**src/rtl/sign_extend_unit.sv**
```systemverilog
// Registered immediate extension: widens an IN_WIDTH immediate to OUT_WIDTH
// using sign, zero, upper or byte-sign extension, one cycle of latency.
module sign_extend_unit #(
  parameter int IN_WIDTH  = 16,
  parameter int OUT_WIDTH = 32
) (
  input  logic                 clk,
  input  logic                 rst,
  input  logic [IN_WIDTH-1:0]  in,
  input  logic [1:0]           mode,
  input  logic                 in_valid,
  output logic [OUT_WIDTH-1:0] out,
  output logic                 out_valid
);

  // IN_WIDTH >= 8 keeps in[7:0] addressable; OUT_WIDTH >= 2*IN_WIDTH keeps
  // the upper mode lossless.
  localparam int FILL_W  = OUT_WIDTH - IN_WIDTH;
  localparam int FILL8_W = OUT_WIDTH - 8;

  typedef enum logic [1:0] {
    MODE_SEXT  = 2'b00,
    MODE_ZEXT  = 2'b01,
    MODE_UPPER = 2'b10,
    MODE_SEXT8 = 2'b11
  } mode_e;

  logic [OUT_WIDTH-1:0] ext;
  logic [OUT_WIDTH-1:0] out_d, out_q;
  logic                 out_valid_d, out_valid_q;

  always_comb begin
    ext = {{FILL_W{in[IN_WIDTH-1]}}, in};
    unique case (mode_e'(mode))
      MODE_SEXT:  ext = {{FILL_W{in[IN_WIDTH-1]}}, in};
      MODE_ZEXT:  ext = {{FILL_W{1'b0}}, in};
      MODE_UPPER: ext = {in, {FILL_W{1'b0}}};
      MODE_SEXT8: ext = {{FILL8_W{in[7]}}, in[7:0]};
      default:    ext = {{FILL_W{in[IN_WIDTH-1]}}, in};
    endcase
  end

  // Idle cycles hold the last result but drop the qualifier.
  always_comb begin
    out_d       = out_q;
    out_valid_d = in_valid;
    if (in_valid) begin
      out_d = ext;
    end
  end

  always_ff @(posedge clk or posedge rst) begin
    if (rst) begin
      out_q       <= '0;
      out_valid_q <= 1'b0;
    end else begin
      out_q       <= out_d;
      out_valid_q <= out_valid_d;
    end
  end

  assign out       = out_q;
  assign out_valid = out_valid_q;

endmodule

```
**config.mk**
```make
export PLATFORM = sky130hd
export DESIGN_NAME = sign_extend_unit
export DESIGN_NICKNAME = d
export VERILOG_FILES = /design/src/rtl/sign_extend_unit.sv
export SDC_FILE = /design/constraint.sdc
export NUM_CORES = 1
export LEC_CHECK = 0
export CAP_MARGIN = 20
export CELL_PAD_IN_SITES_DETAIL_PLACEMENT = 0
export CELL_PAD_IN_SITES_GLOBAL_PLACEMENT = 1
export CORE_ASPECT_RATIO = 0.8
export CORE_MARGIN = 2
export CORE_UTILIZATION = 30
export DETAILED_ROUTE_END_ITERATION = 10
export GPL_ROUTABILITY_DRIVEN = 1
export HOLD_SLACK_MARGIN = 0.06
export PLACE_DENSITY = 0.82
export SYNTH_ARGS = -nofsm -noshare
export SYNTH_HDL_FRONTEND = slang
export SYNTH_SLANG_ARGS = --single-unit
```
**constraint.sdc**
```tcl
create_clock -name clk -period 1.5 [get_ports clk]
set_input_delay 0.45 -clock clk [delete_from_list [all_inputs] [get_ports clk]]
set_output_delay 0.45 -clock clk [all_outputs]
set_load 0.02 [all_outputs]
```
Yosys cells after proc, flatten, opt, wreduce, memory -nomap -nowiden --
Index checks and enable logic that the tools add are counted.
Word-level totals: bits of input ports 21, output and inout port bits 33, word-level logic and storage cells 7, flip-flop bits (word level) 33
Cells by class: equality and inequality tests 3, reductions and logical operators 1, mux-type cells 1
Operators with widths (count):
- 32-bit one-hot mux with 4 select lines | 1
- 2-bit equality test (second input constant) | 2
- 2-bit by 1-bit equality test with 1-bit output (second input constant) | 1
- 2-bit logical NOT | 1

Longest topological paths before layout --
Gate-level depths: netlist of the first run.
depth in word-level cells 2, mapped depth 5, gate-level depth less buffers 3

Worst setup path before layout of the first run --
Ideal clock, no wire load.
path type input to register, from input port in[7], to register out_q[16] (netlist: out[16]), setup time 0.146 ns, path slack 0.211 ns, arrival time 1.143 ns, buffers on the path 2, stages on the path 5, cell sequence and3_4 -> buf_6 -> o21ai_4 -> buf_6 -> o221ai_1
Between the ends: cells in the longest elaborated chain, start to end 1
RTL lines:
- from (decl) | RTL line 9 | input logic [IN_WIDTH-1:0] in,
- 32-bit one-hot mux with 4 select lines | RTL line 34 | unique case (mode_e'(mode))
- to (signal assigned) | RTL line 57 | out_q <= out_d;
- to (decl) | RTL line 29 | logic [OUT_WIDTH-1:0] out_d, out_q;
No other way between the ends. A chain may end at the register's enable or synchronous reset.

Final worst setup path of the first run --
from register out_q[8] (netlist: out[8]), to output port out[8]
RTL lines:
- to (decl) | RTL line 12 | output logic [OUT_WIDTH-1:0] out,
No word-level cell between the ends.

==> results.sh, run 1 <==
export IMPL_clk_latency_ns=0.28
export IMPL_worst_slew_pin_slew_ns=0.3324
export IMPL_synth_most_common_cell="dfrtp_1"
export IMPL_area_growth_pct=55.10
export IMPL_gp_congestion=0.7597
export IMPL_drive_above_1_share_pct=13.04
export IMPL_crit_type="register to output pin"
export IMPL_pin_count=54
export IMPL_maxSlewViolCount=0
export IMPL_dp_cells=259
export IMPL_cpLargestDelayFamily="flip-flops"
export IMPL_rsz0062_at_grt="yes"
export IMPL_maxCapViolations=0
export IMPL_wl_per_cell_um=12.61
export IMPL_netlist_instances=139
export IMPL_worst_path_max_delay_cell="dfrtp_1"
export IMPL_fin_crit_sh_pct=96.70
export IMPL_timing_final_crit_period_ns=1.450
export IMPL_post_cts_setup_buffers=0
export IMPL_synth_avg_cell_area_um2=9.965
export IMPL_dp_hpwl_mm=2.454
export IMPL_num_antenna_cells=0
export IMPL_p_total_mw=2.218
export IMPL_hold_path_class="input pin to asynchronous set/reset pin"
export IMPL_routed_wl_mm=3.368
export IMPL_cts_buffer_depth=2
export IMPL_rows=22
export IMPL_dr_pass1_iters=4
export IMPL_cp_slowest_stage_delay_ns=0.39
export IMPL_p_leak_nw=1.040
export IMPL_overflow=0
export IMPL_synth_edff_count=0
export IMPL_yosys_warnings=0
export IMPL_path_buf_inv=1
export IMPL_cp_start_kind="register"
export IMPL_worstPathMaxFanout=2
export IMPL_maxSlewHeadroom_pct=77.84
export IMPL_syn_area_um2=1385
export IMPL_floorplan_initialDensity_pct=30.68
export IMPL_layout_nets=227
export IMPL_grt_max_degree=34
export IMPL_clk_pin_slew_ns=0.08
export IMPL_synth_commonest_cells="33 x dfrtp_1, 24 x inv_1, 20 x a21oi_1, 14 x nand2_1, 14 x o221ai_1"
export IMPL_coreArea_um2=4514
export IMPL_p_per_area_nw_per_um2=1032
export IMPL_yosysTopAreaCellShare_pct=59.62
export IMPL_grt_pass1_vias=1176
export IMPL_synthTopCellsByArea="dfrtp_1 60%, o221ai_1 8.9%, a21oi_1 7.2%, inv_1 6.5%, nand2_1 3.8%"
export IMPL_route_detailed_drc=0
export IMPL_clock_sinks=33
export IMPL_die_area_um2=5180
export IMPL_crit_arrival_ns=1.00
export IMPL_grt_pass1_wl_mm=5.720
export IMPL_max_freq_mhz=689.4
export IMPL_yosysSeqAreaShare_pct=59.62
export IMPL_synthesis_nets=160
export IMPL_cp_end_kind="output pin"
export IMPL_ys_ff_latch=33
export IMPL_viasPerCell=4.517
export IMPL_die_w_um=79.97
export IMPL_die_h_um=64.78
export IMPL_crit_required_ns=1.05
export IMPL_drtAntennaViolNets=0
export IMPL_cts_root_buf="clkbuf_8"
export IMPL_final_cells=267
export IMPL_hold_viol=0
export IMPL_synthDistinctLibCells=17
export IMPL_track_usage_pct=14.45
export IMPL_hold_buffers=0
export IMPL_vias=1206
export IMPL_cts_tree="built"
export IMPL_cts_max_level=2
export IMPL_postSynth_asyncResetShare_pct=100.0
export IMPL_setup_tns_final_ns=0
export IMPL_cp_cell_sequence="dlygate4sd2_1"
export IMPL_ir_drop_mv=0.4205
export IMPL_numPortBuffers=53
export IMPL_fin_worst_skew_ns=0
export IMPL_finalSetupViolCount=0
export IMPL_antenna_found_initial=0
export IMPL_ys_flop_type="dfrtp_1"
export IMPL_yosysTopAreaCell="dfrtp_1"
export IMPL_first_iter_violations=45
export IMPL_cts_buffers=5
export IMPL_status="complete, no violations"
[what timing repair did]
action,in CTS,in global routing
gates resized for setup,33,1
cloned,0,0
setup endpoints to repair,33,2
hold endpoints to repair,0,0
[layer usage]
metal	up-vias	global-route usage, %	wire [um]
li1	601	-	-
met2	34	21.46	1530
met5	-	0	0
met4	0	4.449	0
met1	571	19.36	1632
met3	0	5.710	205
[final cells by class]
| type | count | area [um^2] |
|---|---|---|
| Inverter | 25 | 93.84 |
| Timing Repair Buffer | 69 | 655.6 |
| Multi-Input combinational cell | 72 | 411.6 |
| Tap cell | 60 | 75.07 |
| Fill cell | 479 | 2366 |
| Sequential cell | 33 | 825.8 |
| Clock inverter | 3 | 17.52 |
| Clock buffer | 5 | 68.82 |
[worst paths after layout]
path	to	start	slack (ns)	cells past startpoint
max	out[8]	out[8]	0.05	1
min	out[26]	rst	0.50	3
max reg2reg	out[20]	out[20]	0.82	2
min reg2reg	out[9]	out[9]	0.52	2
max in group asynchronous	out[7]	rst	0.82	3
min in group clk	out[9]	out[9]	0.52	2
[cells in the final DEF (no fill, tap or decap), types with 2 or more instances in the layout]
cell type and instances:
nor2_1 11, nand2_1 14, clkbuf_8 5, clkinv_2 2
o221ai_1 14, o22ai_1 7, buf_12 4, dfrtp_1 33
dlygate4sd2_1 32, a21oi_1 20, inv_1 24, clkdlybuf4s50_1 19
buf_4 12
[cells by family (layout without fill, tap and decap cells)]
kind of cell | after synthesis | after routing | share of synthesized area, %
AO/OA/AOI/OAI | 43 | 43 | 20.78
flip-flops | 33 | 33 | 59.62
buffers and inverters | 34 | 102 | 10.66
AND/OR/NAND/NOR | 29 | 29 | 8.943
[power breakdown]
part | internal, mW | total, mW | switching, mW
Sequential | 0.983 | 1.03 | 0.0463
Clock | 0.320 | 0.656 | 0.336
Combinational | 0.238 | 0.533 | 0.296
[state kept, by name, summed over array words and instances, names as in the netlist]
signal     cells
out           32
out_valid      1
[through the flow]
stage          hold slack [ns]  setup slack, ns  util, %  instance area (um^2)
6_report                0.5034          0.04955    47.59                  2148
5_1_grt                 0.5227       -0.0006456    47.59                  2148
4_1_cts                 0.5134          0.02616    47.56                  2147
3_5_place_dp            0.5133          -0.2418    46.56                  2102
3_3_place_gp            0.5120          -0.1945    46.56                  2102
2_1_floorplan           0.4814           0.2112        -                  1385
[worst reg2reg max path: cells and delay by family (launching register included)]
kind	cells	cell delay (ns)
flops	1	0.39
buf+inv	1	0.06
compound gates	1	0.11
Power figures use the tool's default switching activity.
==> inputs of run 2 (changes only) <==
--- a/config.mk
+++ b/config.mk
@@ -8,7 +8,7 @@
 export CAP_MARGIN = 20
 export CELL_PAD_IN_SITES_DETAIL_PLACEMENT = 0
 export CELL_PAD_IN_SITES_GLOBAL_PLACEMENT = 1
-export CORE_ASPECT_RATIO = 0.8
+export CORE_ASPECT_RATIO = 1.25
 export CORE_MARGIN = 2
 export CORE_UTILIZATION = 30
 export DETAILED_ROUTE_END_ITERATION = 10
==> results.sh, run 2 (synthesis gave the netlist of run 1 again) <==
export IMPL_status="complete, no violations"
export IMPL_cp_cell_sequence="dlygate4sd2_1"
export IMPL_grt_max_degree=34
export IMPL_rows=27
export IMPL_cts_buffer_depth=2
export IMPL_clk_pin_slew_ns=0.06
export IMPL_p_leak_nw=1.052
export IMPL_post_cts_setup_buffers=0
export IMPL_hold_viol=0
export IMPL_hold_path_class="input pin to asynchronous set/reset pin"
export IMPL_numPortBuffers=53
export IMPL_rsz0062_at_grt="no"
export IMPL_drtAntennaViolNets=0
export IMPL_coreArea_um2=4425
export IMPL_die_w_um=64.78
export IMPL_maxSlewHeadroom_pct=76.07
export IMPL_die_h_um=79.97
export IMPL_fin_worst_skew_ns=0
export IMPL_crit_type="register to output pin"
export IMPL_largest_reg_flops=32
export IMPL_dpl_cell_area_um2=2110
export IMPL_track_usage_pct=14.14
export IMPL_dp_cells=255
export IMPL_viasPerCell=4.534
export IMPL_antenna_found_initial=0
export IMPL_grt_pass1_wl_mm=5.630
export IMPL_wl_per_cell_um=12.44
export IMPL_p_per_area_nw_per_um2=1028
export IMPL_grt_pass1_vias=1180
export IMPL_die_area_um2=5180
export IMPL_layout_nets=225
export IMPL_floorplan_initialDensity_pct=31.30
export IMPL_route_detailed_drc=0
export IMPL_fin_crit_sh_pct=96.05
export IMPL_path_buf_inv=1
export IMPL_gp_congestion=0.7296
export IMPL_hold_slack_ns=0.5100
export IMPL_vias=1188
export IMPL_crit_arrival_ns=0.99
export IMPL_clock_sinks=33
export IMPL_grt_busiest_layer="met2"
export IMPL_stdcell_area_um2=2157
export IMPL_clk_latency_ns=0.27
export IMPL_routed_wl_mm=3.259
export IMPL_nFillCells=449
export IMPL_pin_count=54
export IMPL_cts_tree="built"
export IMPL_setup_slack_ns=0.05929
export IMPL_first_iter_violations=34
export IMPL_cp_start_kind="register"
export IMPL_cts_max_level=2
export IMPL_num_antenna_cells=0
export IMPL_worst_path_max_delay_cell="dfrtp_1"
export IMPL_maxCapViolations=0
export IMPL_cts_buffers=5
export IMPL_cpLargestDelayFamily="flip-flops"
export IMPL_grtUsageMet1_pct=17.56
export IMPL_gr_usage_met3_pct=4.372
export IMPL_worstPathMaxFanout=2
export IMPL_cp_slowest_stage_delay_ns=0.39
export IMPL_pre_cts_slack_ns=-0.2516
export IMPL_dp_hpwl_mm=2.355
export IMPL_area_growth_pct=55.74
export IMPL_timing_final_crit_period_ns=1.441
export IMPL_use_met2_pct=22.68
export IMPL_drive_above_1_share_pct=11.27
export IMPL_final_cells=262
export IMPL_final_cell_mix="33 x dfrtp_1, 33 x dlygate4sd2_1, 24 x inv_1, 20 x a21oi_1, 18 x clkdlybuf4s50_1"
export IMPL_finalSetupViolCount=0
export IMPL_p_total_mw=2.218
export IMPL_crit_required_ns=1.05
export IMPL_maxSlewViolCount=0
export IMPL_ir_drop_mv=0.5966
export IMPL_dr_pass1_iters=4
export IMPL_overflow=0
export IMPL_cp_end_kind="output pin"
export IMPL_max_freq_mhz=694.1
export IMPL_cts_root_buf="clkbuf_8"
export IMPL_worst_slew_pin_slew_ns=0.3590
==> run 2: per-stage QoR <==
step | setup TNS [ns] | utilization, %
2_1_floorplan | 0 | -
3_3_place_gp | -5.271 | 47.67
3_5_place_dp | -6.160 | 47.67
4_1_cts | 0 | 48.69
5_1_grt | 0 | 48.74
6_report | 0 | 48.74
==> run 2: path summary, 6_finish.rpt <==
path	end	slack, ns	depth (start not counted)	start
worst max-delay path	out[27]	0.06	1	out[27]
worst min-delay path	out[23]	0.51	3	rst
worst max register to register	out[24]	0.82	2	out[24]
worst min register to register	out[5]	0.52	2	out[5]
max in group asynchronous	out[22]	0.82	3	rst
min in group clk	out[5]	0.52	2	out[5]
==> run 2: power breakdown <==
| group | total (mW) | switching, mW | leakage [nW] | internal (mW) |
|---|---|---|---|---|
| Clock | 0.654 | 0.291 | 0.0443 | 0.363 |
| Sequential | 1.03 | 0.0469 | 0.406 | 0.984 |
| Combinational | 0.533 | 0.293 | 0.602 | 0.240 |
| Total | 2.22 | 0.630 | 1.05 | 1.59 |
==> run 2: repair_timing <==
action	in CTS	in global routing
hold buffers	0	0
endpoints found under the setup margin	33	2
resized for setup	33	1
gates cloned	0	0
==> run 2: area by class of cell <==
cell class              instances  area, um^2  share of cell area, %
inverters                      25       93.84                  4.350
well taps                      58       72.57                  3.364
multi-input cells              72       411.6                  19.08
clock buffers                   7       86.33                  4.002
flip-flops and latches         33       825.8                  38.28
repair buffers                 67       666.9                  30.92
==> run 2: layer usage <==
layer | part of all wire [%] | up-vias
met4 | 1.7 | 0
met2 | 48 | 38
met5 | 0 | -
met3 | 6.1 | 7
li1 | - | 601
met1 | 44 | 542
==> run 2: worst min-delay path: cells and delay by family <==
kind | cells | cell delay, ns
buffers and inverters | 3 | 0.70
==> patch (settings of run 1) <==
Change the parameter `OUT_WIDTH` from 32 to 64.
--- a/src/rtl/sign_extend_unit.sv
+++ b/src/rtl/sign_extend_unit.sv
@@ -2,7 +2,7 @@
 // using sign, zero, upper or byte-sign extension, one cycle of latency.
 module sign_extend_unit #(
   parameter int IN_WIDTH  = 16,
-  parameter int OUT_WIDTH = 32
+  parameter int OUT_WIDTH = 64
 ) (
   input  logic                 clk,
   input  logic                 rst,
Ports: changed (resized out); port bits go from 54 to 86. No check against the original RTL was run, so the function may have changed too.
==> patch against run 1 <==
  * Utilization down 3.2 points
  * Wire length up 16%
  * Sequential cell count up 1
  * Synthesized cell count up 24%
  * Combinational power up 39%
  * Clock skew unchanged
  * Synthesized area up 19%
  * Design area up 11%
  * Largest power group unchanged
  * Sequential share of layout area down 2.7 points
  * Critical path type unchanged
  * Setup slack worse by 0.027 ns
  * Total power up 20%
  * Highest routed layer is now met4
==> patch: results (changes against run 1) <==
Non-Filler Instances: 305 (+14%)
First-pass GRT wire length: 6161 um (+7.7%)
Crit path launch: out[47]
Max Used Layer: met4
Critical-path maximum fanout: 32 (+30)
Slowest stage delay, CP: 0.42 ns (+0.03 ns)
First DRT Iteration DRCs: 44 (-2.2%)
DP Worst Slack: -0.2688 ns (-0.02704 ns)
Critical R2R Launch: out[50]
Placed inst area: 2461 um^2 (+17%)
GRT Total Usage: 0.1307 (-0.01380)
Largest net degree at the start of global routing: 38 (+12%)
IO Port Bufs: 85 (+60%)
Overall routed net length: 3900 um (+16%)
P_sw: 0.0008483 W (+25%)
PostCTS Resize Cnt: 161 (+390%)
GRT met1 Usage: 0.1665 (-0.02709)
Clock share of power: 0.318 (+0.022)
Max VDD drop: 432.7 uV (+2.9%)
Met2 routed WL: 1654 um (+8.1%)
Largest register FFs: 33 (+3.1%)
Synth cell types: 18 (+1)
Status: finished, final reports clean
GP Congestion: 0.7758 (+2.1%)
Avg Vias per Cell: 4.528 (+0.24%)
Met3 GRT Util: 0.06619 (+0.009091)
Static leakage: 1.225 nW (+18%)
WL met3: 505 um (+150%)
Final HPWL DP: 2763 um (+13%)
Placed Cells: 297 (+15%)
## patch: cell types whose count changed after synthesis, sizes merged
cell and change:
buf +31, dfrtp +1, inv +1, o21ai +1
## patch: path summary, 6_finish.rpt
kind / end / slack (ns) / cells after the start
max reg2reg: out[50] / 0.82 / 2
max: out[17] / 0.02 / 2
max in group asynchronous: out[47] / 0.81 / 3
min reg2reg: out[7] / 0.52 / 2
min: out[55] / 0.45 / 2
min in group asynchronous: out[13] / 0.50 / 3
## patch: cells by family (layout without fill, tap and decap cells)
kind of cell    Yosys count  in the layout  synth area share
compound gates           44             44            0.1773
buf+inv                  66            133            0.2326
flops                    34             34            0.5152
simple gates             29             29           0.07500
## patch: layout make-up
cell class | count | area, um^2
Clock buffer | 5 | 68.82
Clock inverter | 3 | 45.04
Fill cell | 529 | 2989
Inverter | 26 | 97.59
Multi-Input combinational cell | 73 | 416.7
Sequential cell | 34 | 852.1
Tap cell | 65 | 81.33
Timing Repair Buffer | 99 | 824.5
